`src/rtl/bp_update_sched_if.sv`:
```
// bp_update_sched_if
//   Bundles the three buses around the predictor update scheduler:
//   fetch lookup (req/pc/opcode -> stall, pred_valid/pred_taken),
//   EX resolve handshake (valid/pc/taken/pred -> ready),
//   and the gshare predictor port (start/address/opcode/update -> prediction).
//   slave  : the scheduler side
//   master : the pipeline + predictor side (drives the scheduler inputs)
// Parameters
//   ADDR_W  branch/update address width, must match the scheduler
interface bp_update_sched_if #(
  parameter int ADDR_W = 8
);
  logic              lookup_req;
  logic [ADDR_W-1:0] lookup_pc;
  logic [6:0]        lookup_opcode;
  logic              lookup_stall;
  logic              pred_valid;
  logic              pred_taken;

  logic              resolve_valid;
  logic [ADDR_W-1:0] resolve_pc;
  logic              resolve_taken;
  logic              resolve_pred;
  logic              resolve_ready;

  logic              bp_start;
  logic [ADDR_W-1:0] bp_branch_address;
  logic [6:0]        bp_opcode;
  logic              bp_prediction;
  logic              bp_update;
  logic [ADDR_W-1:0] bp_update_address;
  logic              bp_branch_taken;

  modport slave (
    input  lookup_req, lookup_pc, lookup_opcode,
    output lookup_stall, pred_valid, pred_taken,
    input  resolve_valid, resolve_pc, resolve_taken, resolve_pred,
    output resolve_ready,
    output bp_start, bp_branch_address, bp_opcode,
    input  bp_prediction,
    output bp_update, bp_update_address, bp_branch_taken
  );

  modport master (
    output lookup_req, lookup_pc, lookup_opcode,
    input  lookup_stall, pred_valid, pred_taken,
    output resolve_valid, resolve_pc, resolve_taken, resolve_pred,
    input  resolve_ready,
    input  bp_start, bp_branch_address, bp_opcode,
    output bp_prediction,
    input  bp_update, bp_update_address, bp_branch_taken
  );
endinterface

```
`src/rtl/bp_update_sched.sv`:
```
// bp_update_sched
//   Arbitrates the gshare predictor's shared GHR/BHT between front-end
//   lookups and back-end outcome updates. Resolved branches are queued in a
//   small FIFO and drained as isolated 1-cycle update pulses (high one cycle,
//   low at least two). Lookups have priority unless the oldest queued update
//   has already been deferred MAX_DEFER cycles, in which case it is forced
//   out and the lookup stalls for that cycle.
// Ports
//   clk   system clock, posedge
//   rst   synchronous active-high reset
//   bus   bp_update_sched_if.slave (lookup, resolve and predictor buses)
//   stat_updates / stat_mispred  (only with BP_STATS_EN) issued-update and
//         mispredicted-update counters, wrap at 2^32
// Configuration
//   BP_STATS_EN  define to add the statistics counters and their ports
//
// state | meaning
// ------+-------------------------------------------------------------
// IDLE  | may issue the FIFO head as an update pulse
// PULSE | bp_update is high this cycle; lookups blocked
// GAP   | bp_update low phase before the next pulse; lookups blocked
module bp_update_sched #(
  parameter int ADDR_W    = 8,
  parameter int QDEPTH    = 4,
  parameter int MAX_DEFER = 7
) (
  input  logic                clk,
  input  logic                rst,
  bp_update_sched_if.slave    bus
`ifdef BP_STATS_EN
  ,
  output logic [31:0]         stat_updates,
  output logic [31:0]         stat_mispred
`endif
);

  localparam int PTR_W = (QDEPTH > 1) ? $clog2(QDEPTH) : 1;
  localparam int CNT_W = $clog2(QDEPTH + 1);
  localparam int DEF_W = (MAX_DEFER > 0) ? $clog2(MAX_DEFER + 1) : 1;
  localparam int ENT_W = ADDR_W + 2;

  typedef enum logic [1:0] {
    S_IDLE  = 2'd0,
    S_PULSE = 2'd1,
    S_GAP   = 2'd2
  } state_t;

  state_t             state;

  // FIFO entry layout: {pc, taken, pred}
  logic [ENT_W-1:0]   q_mem [QDEPTH];
  logic [PTR_W-1:0]   wr_ptr;
  logic [PTR_W-1:0]   rd_ptr;
  logic [CNT_W-1:0]   count;
  logic [DEF_W-1:0]   defer_cnt;

  logic [ADDR_W-1:0]  upd_addr_q;
  logic               upd_taken_q;
  logic               upd_q;
  logic               pred_valid_q;
  logic               pred_taken_q;

  logic               q_nonempty;
  logic               defer_max;
  logic               forced;
  logic               issue;
  logic               block;
  logic               start_c;
  logic               ready_c;
  logic               push;
  logic [ENT_W-1:0]   head;
  logic [ADDR_W-1:0]  head_pc;
  logic               head_taken;
  logic               head_pred;

  assign q_nonempty = (count != '0);
  assign defer_max  = (defer_cnt == DEF_W'(MAX_DEFER));
  assign ready_c    = (count != CNT_W'(QDEPTH));
  assign push       = bus.resolve_valid & ready_c;

  // An update is issued from IDLE when the fetch side is quiet, or when the
  // head has been starved long enough that it must go regardless.
  assign forced     = (state == S_IDLE) && q_nonempty && defer_max;
  assign issue      = (state == S_IDLE) && q_nonempty && (!bus.lookup_req || defer_max);

  // The predictor's shared state is busy from the issuing cycle through the
  // low phase, so lookups are held off for the whole pulse/gap window.
  assign block      = (state != S_IDLE) || forced;
  assign start_c    = bus.lookup_req & ~block;

  assign head       = q_mem[rd_ptr];
  assign head_pc    = head[ENT_W-1:2];
  assign head_taken = head[1];
  assign head_pred  = head[0];

  assign bus.lookup_stall      = bus.lookup_req & block;
  assign bus.bp_start          = start_c;
  assign bus.bp_branch_address = bus.lookup_pc;
  assign bus.bp_opcode         = bus.lookup_opcode;
  assign bus.resolve_ready     = ready_c;
  assign bus.pred_valid        = pred_valid_q;
  assign bus.pred_taken        = pred_taken_q;
  assign bus.bp_update         = upd_q;
  assign bus.bp_update_address = upd_addr_q;
  assign bus.bp_branch_taken   = upd_taken_q;

  // Storage needs no reset: count gates every read.
  always_ff @(posedge clk) begin
    if (push) begin
      q_mem[wr_ptr] <= {bus.resolve_pc, bus.resolve_taken, bus.resolve_pred};
    end
  end

  // FIFO pointers/occupancy and the head's deferral counter.
  always_ff @(posedge clk) begin
    if (rst) begin
      wr_ptr    <= '0;
      rd_ptr    <= '0;
      count     <= '0;
      defer_cnt <= '0;
    end else begin
      if (push) begin
        wr_ptr <= wr_ptr + PTR_W'(1);
      end
      if (issue) begin
        rd_ptr <= rd_ptr + PTR_W'(1);
      end
      case ({push, issue})
        2'b10:   count <= count + CNT_W'(1);
        2'b01:   count <= count - CNT_W'(1);
        default: count <= count;
      endcase

      // Deferral is measured only while the head sits in IDLE behind a
      // lookup; PULSE/GAP time does not count against the next entry.
      if (issue || !q_nonempty) begin
        defer_cnt <= '0;
      end else if ((state == S_IDLE) && bus.lookup_req && !defer_max) begin
        defer_cnt <= defer_cnt + DEF_W'(1);
      end
    end
  end

  // Update-pulse FSM with its registered outputs, plus the lookup result
  // pipeline stage.
  always_ff @(posedge clk) begin
    if (rst) begin
      state        <= S_IDLE;
      upd_q        <= 1'b0;
      upd_addr_q   <= '0;
      upd_taken_q  <= 1'b0;
      pred_valid_q <= 1'b0;
      pred_taken_q <= 1'b0;
    end else begin
      pred_valid_q <= start_c;
      pred_taken_q <= start_c ? bus.bp_prediction : 1'b0;

      case (state)
        S_IDLE: begin
          if (issue) begin
            upd_addr_q  <= head_pc;
            upd_taken_q <= head_taken;
            upd_q       <= 1'b1;
            state       <= S_PULSE;
          end
        end
        S_PULSE: begin
          upd_q <= 1'b0;
          state <= S_GAP;
        end
        S_GAP: begin
          upd_q <= 1'b0;
          state <= S_IDLE;
        end
        default: begin
          upd_q <= 1'b0;
          state <= S_IDLE;
        end
      endcase
    end
  end

`ifdef BP_STATS_EN
  always_ff @(posedge clk) begin
    if (rst) begin
      stat_updates <= '0;
      stat_mispred <= '0;
    end else if (issue) begin
      stat_updates <= stat_updates + 32'd1;
      if (head_taken != head_pred) begin
        stat_mispred <= stat_mispred + 32'd1;
      end
    end
  end
`else
  // Prediction bit is only consumed by the statistics counters.
  logic unused_pred;
  assign unused_pred = head_pred;
`endif

endmodule

```
`src/flat_wrapper.sv`:
```
// flat-port wrapper written by rule: the top's interface ports become plain ports
module bp_update_sched_flat 
#(
  parameter int ADDR_W    = 8,
  parameter int QDEPTH    = 4,
  parameter int MAX_DEFER = 7
)
  (clk, rst, bus_lookup_req, bus_lookup_pc, bus_lookup_opcode, bus_lookup_stall, bus_pred_valid, bus_pred_taken, bus_resolve_valid, bus_resolve_pc, bus_resolve_taken, bus_resolve_pred, bus_resolve_ready, bus_bp_start, bus_bp_branch_address, bus_bp_opcode, bus_bp_prediction, bus_bp_update, bus_bp_update_address, bus_bp_branch_taken);
  bp_update_sched_if #(.ADDR_W(ADDR_W)) bus_i ();
  input  logic clk;
  input  logic rst;
  input wire logic [$bits(bus_i.lookup_req)-1:0] bus_lookup_req;
  input wire logic [$bits(bus_i.lookup_pc)-1:0] bus_lookup_pc;
  input wire logic [$bits(bus_i.lookup_opcode)-1:0] bus_lookup_opcode;
  output wire logic [$bits(bus_i.lookup_stall)-1:0] bus_lookup_stall;
  output wire logic [$bits(bus_i.pred_valid)-1:0] bus_pred_valid;
  output wire logic [$bits(bus_i.pred_taken)-1:0] bus_pred_taken;
  input wire logic [$bits(bus_i.resolve_valid)-1:0] bus_resolve_valid;
  input wire logic [$bits(bus_i.resolve_pc)-1:0] bus_resolve_pc;
  input wire logic [$bits(bus_i.resolve_taken)-1:0] bus_resolve_taken;
  input wire logic [$bits(bus_i.resolve_pred)-1:0] bus_resolve_pred;
  output wire logic [$bits(bus_i.resolve_ready)-1:0] bus_resolve_ready;
  output wire logic [$bits(bus_i.bp_start)-1:0] bus_bp_start;
  output wire logic [$bits(bus_i.bp_branch_address)-1:0] bus_bp_branch_address;
  output wire logic [$bits(bus_i.bp_opcode)-1:0] bus_bp_opcode;
  input wire logic [$bits(bus_i.bp_prediction)-1:0] bus_bp_prediction;
  output wire logic [$bits(bus_i.bp_update)-1:0] bus_bp_update;
  output wire logic [$bits(bus_i.bp_update_address)-1:0] bus_bp_update_address;
  output wire logic [$bits(bus_i.bp_branch_taken)-1:0] bus_bp_branch_taken;
  assign bus_i.lookup_req = bus_lookup_req;
  assign bus_i.lookup_pc = bus_lookup_pc;
  assign bus_i.lookup_opcode = bus_lookup_opcode;
  assign bus_lookup_stall = bus_i.lookup_stall;
  assign bus_pred_valid = bus_i.pred_valid;
  assign bus_pred_taken = bus_i.pred_taken;
  assign bus_i.resolve_valid = bus_resolve_valid;
  assign bus_i.resolve_pc = bus_resolve_pc;
  assign bus_i.resolve_taken = bus_resolve_taken;
  assign bus_i.resolve_pred = bus_resolve_pred;
  assign bus_resolve_ready = bus_i.resolve_ready;
  assign bus_bp_start = bus_i.bp_start;
  assign bus_bp_branch_address = bus_i.bp_branch_address;
  assign bus_bp_opcode = bus_i.bp_opcode;
  assign bus_i.bp_prediction = bus_bp_prediction;
  assign bus_bp_update = bus_i.bp_update;
  assign bus_bp_update_address = bus_i.bp_update_address;
  assign bus_bp_branch_taken = bus_i.bp_branch_taken;
  bp_update_sched #(.ADDR_W(ADDR_W), .QDEPTH(QDEPTH), .MAX_DEFER(MAX_DEFER)) u_core (.clk(clk), .rst(rst), .bus(bus_i));
endmodule
```
`config.mk`:
```
export PLATFORM = sky130hd
export DESIGN_NAME = bp_update_sched_flat
export DESIGN_NICKNAME = d
export VERILOG_FILES = /design/src/rtl/bp_update_sched_if.sv /design/src/rtl/bp_update_sched.sv /design/src/flat_wrapper.sv
export SDC_FILE = /design/constraint.sdc
export NUM_CORES = 1
export LEC_CHECK = 0
export CAP_MARGIN = 25
export CORE_ASPECT_RATIO = 0.6
export CORE_MARGIN = 4
export CORE_UTILIZATION = 25
export CTS_CLUSTER_DIAMETER = 150
export DETAILED_ROUTE_END_ITERATION = 7
export SETUP_SLACK_MARGIN = 0.5
export SYNTH_ARGS = -nofsm -noshare
export SYNTH_HDL_FRONTEND = slang
export SYNTH_SLANG_ARGS = --single-unit
```
`constraint.sdc`:
```
create_clock -name clk -period 3 [get_ports clk]
set_clock_uncertainty 0.1 [all_clocks]
set_input_delay 0.3 -clock clk [delete_from_list [all_inputs] [get_ports clk]]
set_output_delay 0.3 -clock clk [all_outputs]
set_load 0.03 [all_outputs]
```
# Word-level counts from Yosys, hierarchy flattened
# Memory sizes are Yosys's and may differ from the RTL's. A register that Yosys moved wholly into a read port is not among the register bits.
# Cells that the tools add are included.
# W data, S select, Z words.
[classes]
bitwise_logic = 6
n_eq_ne = 6
n_addsub = 5
reduce_logical = 19
n_mux = 5
[ops]
columns = ["operator", "count"]
rows = [
  ["$add A3 B1 Y3 const B", 2],
  ["$pmux W3 S2", 1],
  ["$reduce_or A2 Y1", 3],
  ["$logic_and A1 B1 Y1", 5],
  ["$add A2 B1 Y2 const B", 2],
  ["$eq A2 B1 Y1 const B", 2],
  ["$pmux W2 S2", 1],
  ["$reduce_bool A2 Y1", 2],
  ["$and A1 B1 Y1", 3],
  ["$eq A3 B3 Y1 const B", 1],
  ["$logic_not A1 Y1", 3],
  ["$logic_or A1 B1 Y1", 3],
  ["$ne A3 B3 Y1 const B", 1],
  ["$not A1 Y1", 3],
  ["$reduce_bool A3 Y1", 1],
  ["$sub A3 B1 Y3 const B", 1],
  ["$eq A2 B2 Y1 const B", 1],
  ["$logic_not A2 Y1", 1],
  ["$mux W1", 2],
  ["$mux W2", 1],
  ["$ne A2 B1 Y1 const B", 1],
  ["$reduce_and A2 Y1", 1],
]
[word_totals]
wordCells = 50
regBits = 15
out_inout_bits = 30
ramBits = 40
memories = 1
[mem_list]
columns = ["memory", "words", "word_bits", "read_ports", "rd_ports_with_merged_regs", "write_ports", "line_no", "source"]
rows = [
  ["u_core.q_mem", 4, 10, 1, 1, 1, "bp_update_sched.sv:51", "logic [ENT_W-1:0] q_mem [QDEPTH];"],
]

# Logic depth before layout (Yosys ltp)
[logic_depth]
ltp_word = 8
mapped_depth = 12
depth_no_buf = 11

# Least setup slack after synthesis
# OpenSTA, ideal clock, no wires.
[synth_timing]
path_type = "reg-to-reg"
from = "register u_core.defer_cnt[0]"
to = "register u_core.count[2]"
path_slack_ns = 0.429
setup_time_ns = 0.071
stages_incl_launch_ff = 13
required_time_ns = 2.829
t_arrival_ns = 2.401
n_path_buf = 1
cell_sequence = "dfxtp_1 ha_1 ha_1 nand2b_1 buf_2 nand3_1 inv_1 ha_1 inv_1 fa_1 xor2_1 or3_1 a21oi_1"
[synth_between]
elab_chain_len = 5
word_cells_on_any_way = 7
[synth_lines]
columns = ["element", "line_no", "source"]
rows = [
  ["start, declared", "bp_update_sched.sv:55", "logic [DEF_W-1:0] defer_cnt;"],
  ["start signal, assigned", "bp_update_sched.sv:139", "defer_cnt <= defer_cnt + DEF_W'(1);"],
  ["$eq A3 B3 Y1 (*)", "bp_update_sched.sv:77", "assign defer_max = (defer_cnt == DEF_W'(MAX_DEFER));"],
  ["$logic_or A1 B1 Y1 (*)", "bp_update_sched.sv:84", "assign issue = (state == S_IDLE) && q_nonempty && (!bus.lookup_req || defer_max);"],
  ["$logic_and A1 B1 Y1 (*)", "bp_update_sched.sv:84", ""],
  ["net u_core.issue", "bp_update_sched.sv:66", "logic issue;"],
  ["$eq A2 B1 Y1 or $eq A2 B2 Y1 (tied branches)", "bp_update_sched.sv:128", "case ({push, issue})"],
  ["$pmux W3 S2 or $reduce_bool A2 Y1 (tied branches)", "--", ""],
  ["end signal, assigned", "bp_update_sched.sv:129", "2'b10: count <= count + CNT_W'(1);"],
  ["end signal, assigned", "bp_update_sched.sv:130", "2'b01: count <= count - CNT_W'(1);"],
  ["end signal, assigned", "bp_update_sched.sv:131", "default: count <= count;"],
  ["end, declared", "bp_update_sched.sv:54", "logic [CNT_W-1:0] count;"],
]
# Mark *: on every way through the listed nets, which the timed path passes. The rest lies on a longest branch.
# A chain may end at the register's enable or synchronous reset.

# Final worst setup path
[layout_timing]
from = "register u_core.defer_cnt[1]"
to = "register u_core.count[2]"
# The elaborated chain is that of the path after synthesis.

==> results_dict.tcl <==
set metrics [dict create \
    async_reset_ff_share_pct 0 \
    post-synth-top-count-cell "edfxtp_1" \
    power.total_w 0.00294 \
    p_switching_w 0.000890 \
    fmax_mhz 419 \
    finalCritPeriodShare_pct 79.5 \
    drtIter0Drc 113 \
    grtUsageMet2_pct 11.2 \
    critical_path_arrival_ns 2.55 \
    setup_viol 0 \
    wl_um 5330 \
    drive_gt1_share_pct 19.6 \
    pwr-share-clk_pct 36.0 \
    worstSetupPathType "reg2reg" \
    post_synth_inst_count 189 \
    netlist_area_mm2 0.00259 \
    fp.dieH_um 86.9 \
    cts_made_buffers 9 \
    synth_top_cell_by_area "edfxtp_1" \
    power_density_mw_per_mm2 902 \
    seqPwrFrac_pct 37.1 \
    dp_hpwl_um 3550 \
    grt_pass1_wl_um 8400 \
    insertion_delay_ns 0.33 \
    status "finished, final reports clean" \
    dp_cells 331 \
    synth_edf_count 36 \
    vdd_drop_max_mv 0.329 \
    worstHoldPathType "reg2reg" \
    ys.flop_type "edfxtp_1" \
    port_buffers 28 \
    cts.sinks 60 \
    ys_warn_count 0 \
    placed_cell_area_mm2 0.00292 \
    max-cap-violations 0 \
    wl_per_cell_um 15.3 \
    fin_setup_tns_ns 0 \
    slew_headroom_pct 42.0 \
    required_ns 3.16 \
    startpoint_type "flip-flop" \
    critPathCaptureType "flip-flop" \
    grt_overflow 0 \
    antenna_found_initial 0 \
    place.gp.congestion 0.676 \
    grt_util_met1_pct 13.4 \
    ys_seq_area_share_pct 60.3 \
    drt_first_pass_iters 4 \
    synthTopCellsByCount "edfxtp_1 (36), dfxtp_1 (24), buf_4 (15)" \
    antenna_left 0 \
    cts.clk_slew.worst_paths_ns 0.05 \
    diodes 0 \
    p_leak_nw 1.13 \
    htreeDepth 3 \
    rsz0062_at_grt "yes" \
    ys_seq_elements 60 \
    switching_share_pct 30.3 \
    hold_viol_final 0 \
    drc_errors 0 \
    die_area_mm2 0.0121 \
    viasPerCell 4.46 \
    final_net_count 247 \
    drv_slew 0 \
    avgSynthCellArea_um2 13.7 \
    hold_slack_ns 0.366 \
    track_usage_pct 9.46 \
    synth_area_leaders "edfxtp_1 (42%), dfxtp_1 (19%), mux4_2 (5.2%)" \
    syn2layout_area_growth_pct 25.7 \
    grt_pass1_vias 1533 \
    p_comb_share_pct 26.9 \
    initial_core_util_pct 26.0 \
    row_count 28 \
    finalCriticalPeriod_ns 2.38 \
    netlist.area_leader.share_pct 41.7 \
    top_usage_layer "met1" \
    cts_hold_buffers 0 \
    p_int_w 0.00205 \
    dieWidth_um 139 \
    clockBufferDepth 2 \
    clockRootBuffer "clkbuf_16" \
    final_area_mm2 0.00326 \
    synth_fp_nets 227 \
    num_vias 1558 \
    grt_max_degree 16 \
    worstMarginPinSlew_ns 0.868 \
    ys_types 39 \
    grt_use_met3_pct 5.60 \
    tritoncts "done" \
    ios 60 \
    core_area_mm2 0.00998 \
    final_cell_count_no_fill 349 \
    cp_max_fo 3 \
]
logic make-up after synthesis:
family	share of synthesized area, %
compound gates	7.39
xor+xnor	1.01
fa+ha+maj	4.15
buf+inv	7.82
flops	60.3
mux	9.46
simple gates	9.90
placed cells by master (no fill, tap or decap), types with 2 or more instances in the layout:
cell	instances
edfxtp_1	36
clkdlybuf4s50_1	26
dfxtp_1	23
a21oi_1	13
nand4_1	10
o31ai_1	10
nor2_1	9
clkbuf_16	9
buf_4	8
mux4_2	6
inv_1	5
and3_1	4
ha_1	4
a21oi_2	3
nor2b_1	3
mux4_1	3
ha_2	3
clkinv_2	3
or3_1	2
nand2_1	2
mux2i_1	2
xor2_1	2
nand3_1	2
a21o_1	2
bufinv_16	2
flip-flops by register name (all words and copies together) (netlist names):
signal,count
u_core.bus.bp_branch_taken,1
u_core.count,3
u_core.bus.pred_valid,1
u_core.bus.pred_taken,1
u_core.state,2
u_core.bus.bp_update,1
u_core.q_mem,36
u_core.defer_cnt,3
u_core.rd_ptr,2
u_core.wr_ptr,2
u_core.bus.bp_update_address,8
path summary, 6_finish.rpt:
path / from / slack, ns / endpoint / depth (start not counted)
hold / removal: u_core.bus.bp_branch_taken$_SDFFE_PP0P_ / 0.37 / u_core.bus.bp_branch_taken$_SDFFE_PP0P_ / 2
hold reg to reg: u_core.bus.bp_branch_taken$_SDFFE_PP0P_ / 0.37 / u_core.bus.bp_branch_taken$_SDFFE_PP0P_ / 2
setup / recovery: u_core.defer_cnt[1]$_SDFFE_PP0P_ / 0.62 / u_core.count[2]$_SDFFE_PP0P_ / 11
setup reg to reg: u_core.defer_cnt[1]$_SDFFE_PP0P_ / 0.62 / u_core.count[2]$_SDFFE_PP0P_ / 11
power by group through the flow:
stage | logic (W) | clock network [W] | registers (W)
2_1_floorplan | 0.000512 | 0 | 0.00113
3_3_place_gp | 0.000751 | 0 | 0.00110
3_5_place_dp | 0.000765 | 0 | 0.00110
4_1_cts | 0.000765 | 0.00109 | 0.00109
5_1_grt | 0.000859 | 0.00114 | 0.00111
6_report | 0.000789 | 0.00106 | 0.00109
metrics by stage:
| stage | worst slack [ns] | utilization, % |
|---|---|---|
| 2_1_floorplan | 0.522 | - |
| 4_1_cts | 0.533 | 32.4 |
| 6_report | 0.615 | 32.6 |
| 3_5_place_dp | 0.377 | 29.2 |
| 5_1_grt | 0.467 | 32.6 |
| 3_3_place_gp | 0.397 | 29.2 |
what timing repair did:
item | in CTS | in global routing
pin swaps | 0 | 2
endpoints found under the hold margin | 0 | 0
endpoints found under the setup margin | 3 | 2
gates resized for setup | 2 | 10
buffers inserted | 2 | 0
worst max-delay path, cell delays in order (launching register included):
cell and delay, ns:
dfxtp_1 0.33, ha_2 0.17, ha_2 0.17, nand2b_4 0.14, nand3_4 0.08, inv_2 0.07, ha_2 0.18, inv_1 0.06
fa_2 0.38, xor2_1 0.16, or3_1 0.38, a21oi_2 0.11
routing by layer:
layer,up-vias,wire length [µm]
li1,738,-
met4,0,99
met2,57,2080
met1,752,2710
met3,11,444
met5,-,0
cell type report:
class | instances | area, µm²
fill | 981 | 6730
sequential | 60 | 1560
multi-input combinational | 96 | 861
timing repair buffer | 36 | 334
clock buffer | 10 | 229
tap | 135 | 169
clock inverter | 6 | 78.8
inverter | 6 | 22.5
No activity file was read; power rests on OpenSTA's default activity.
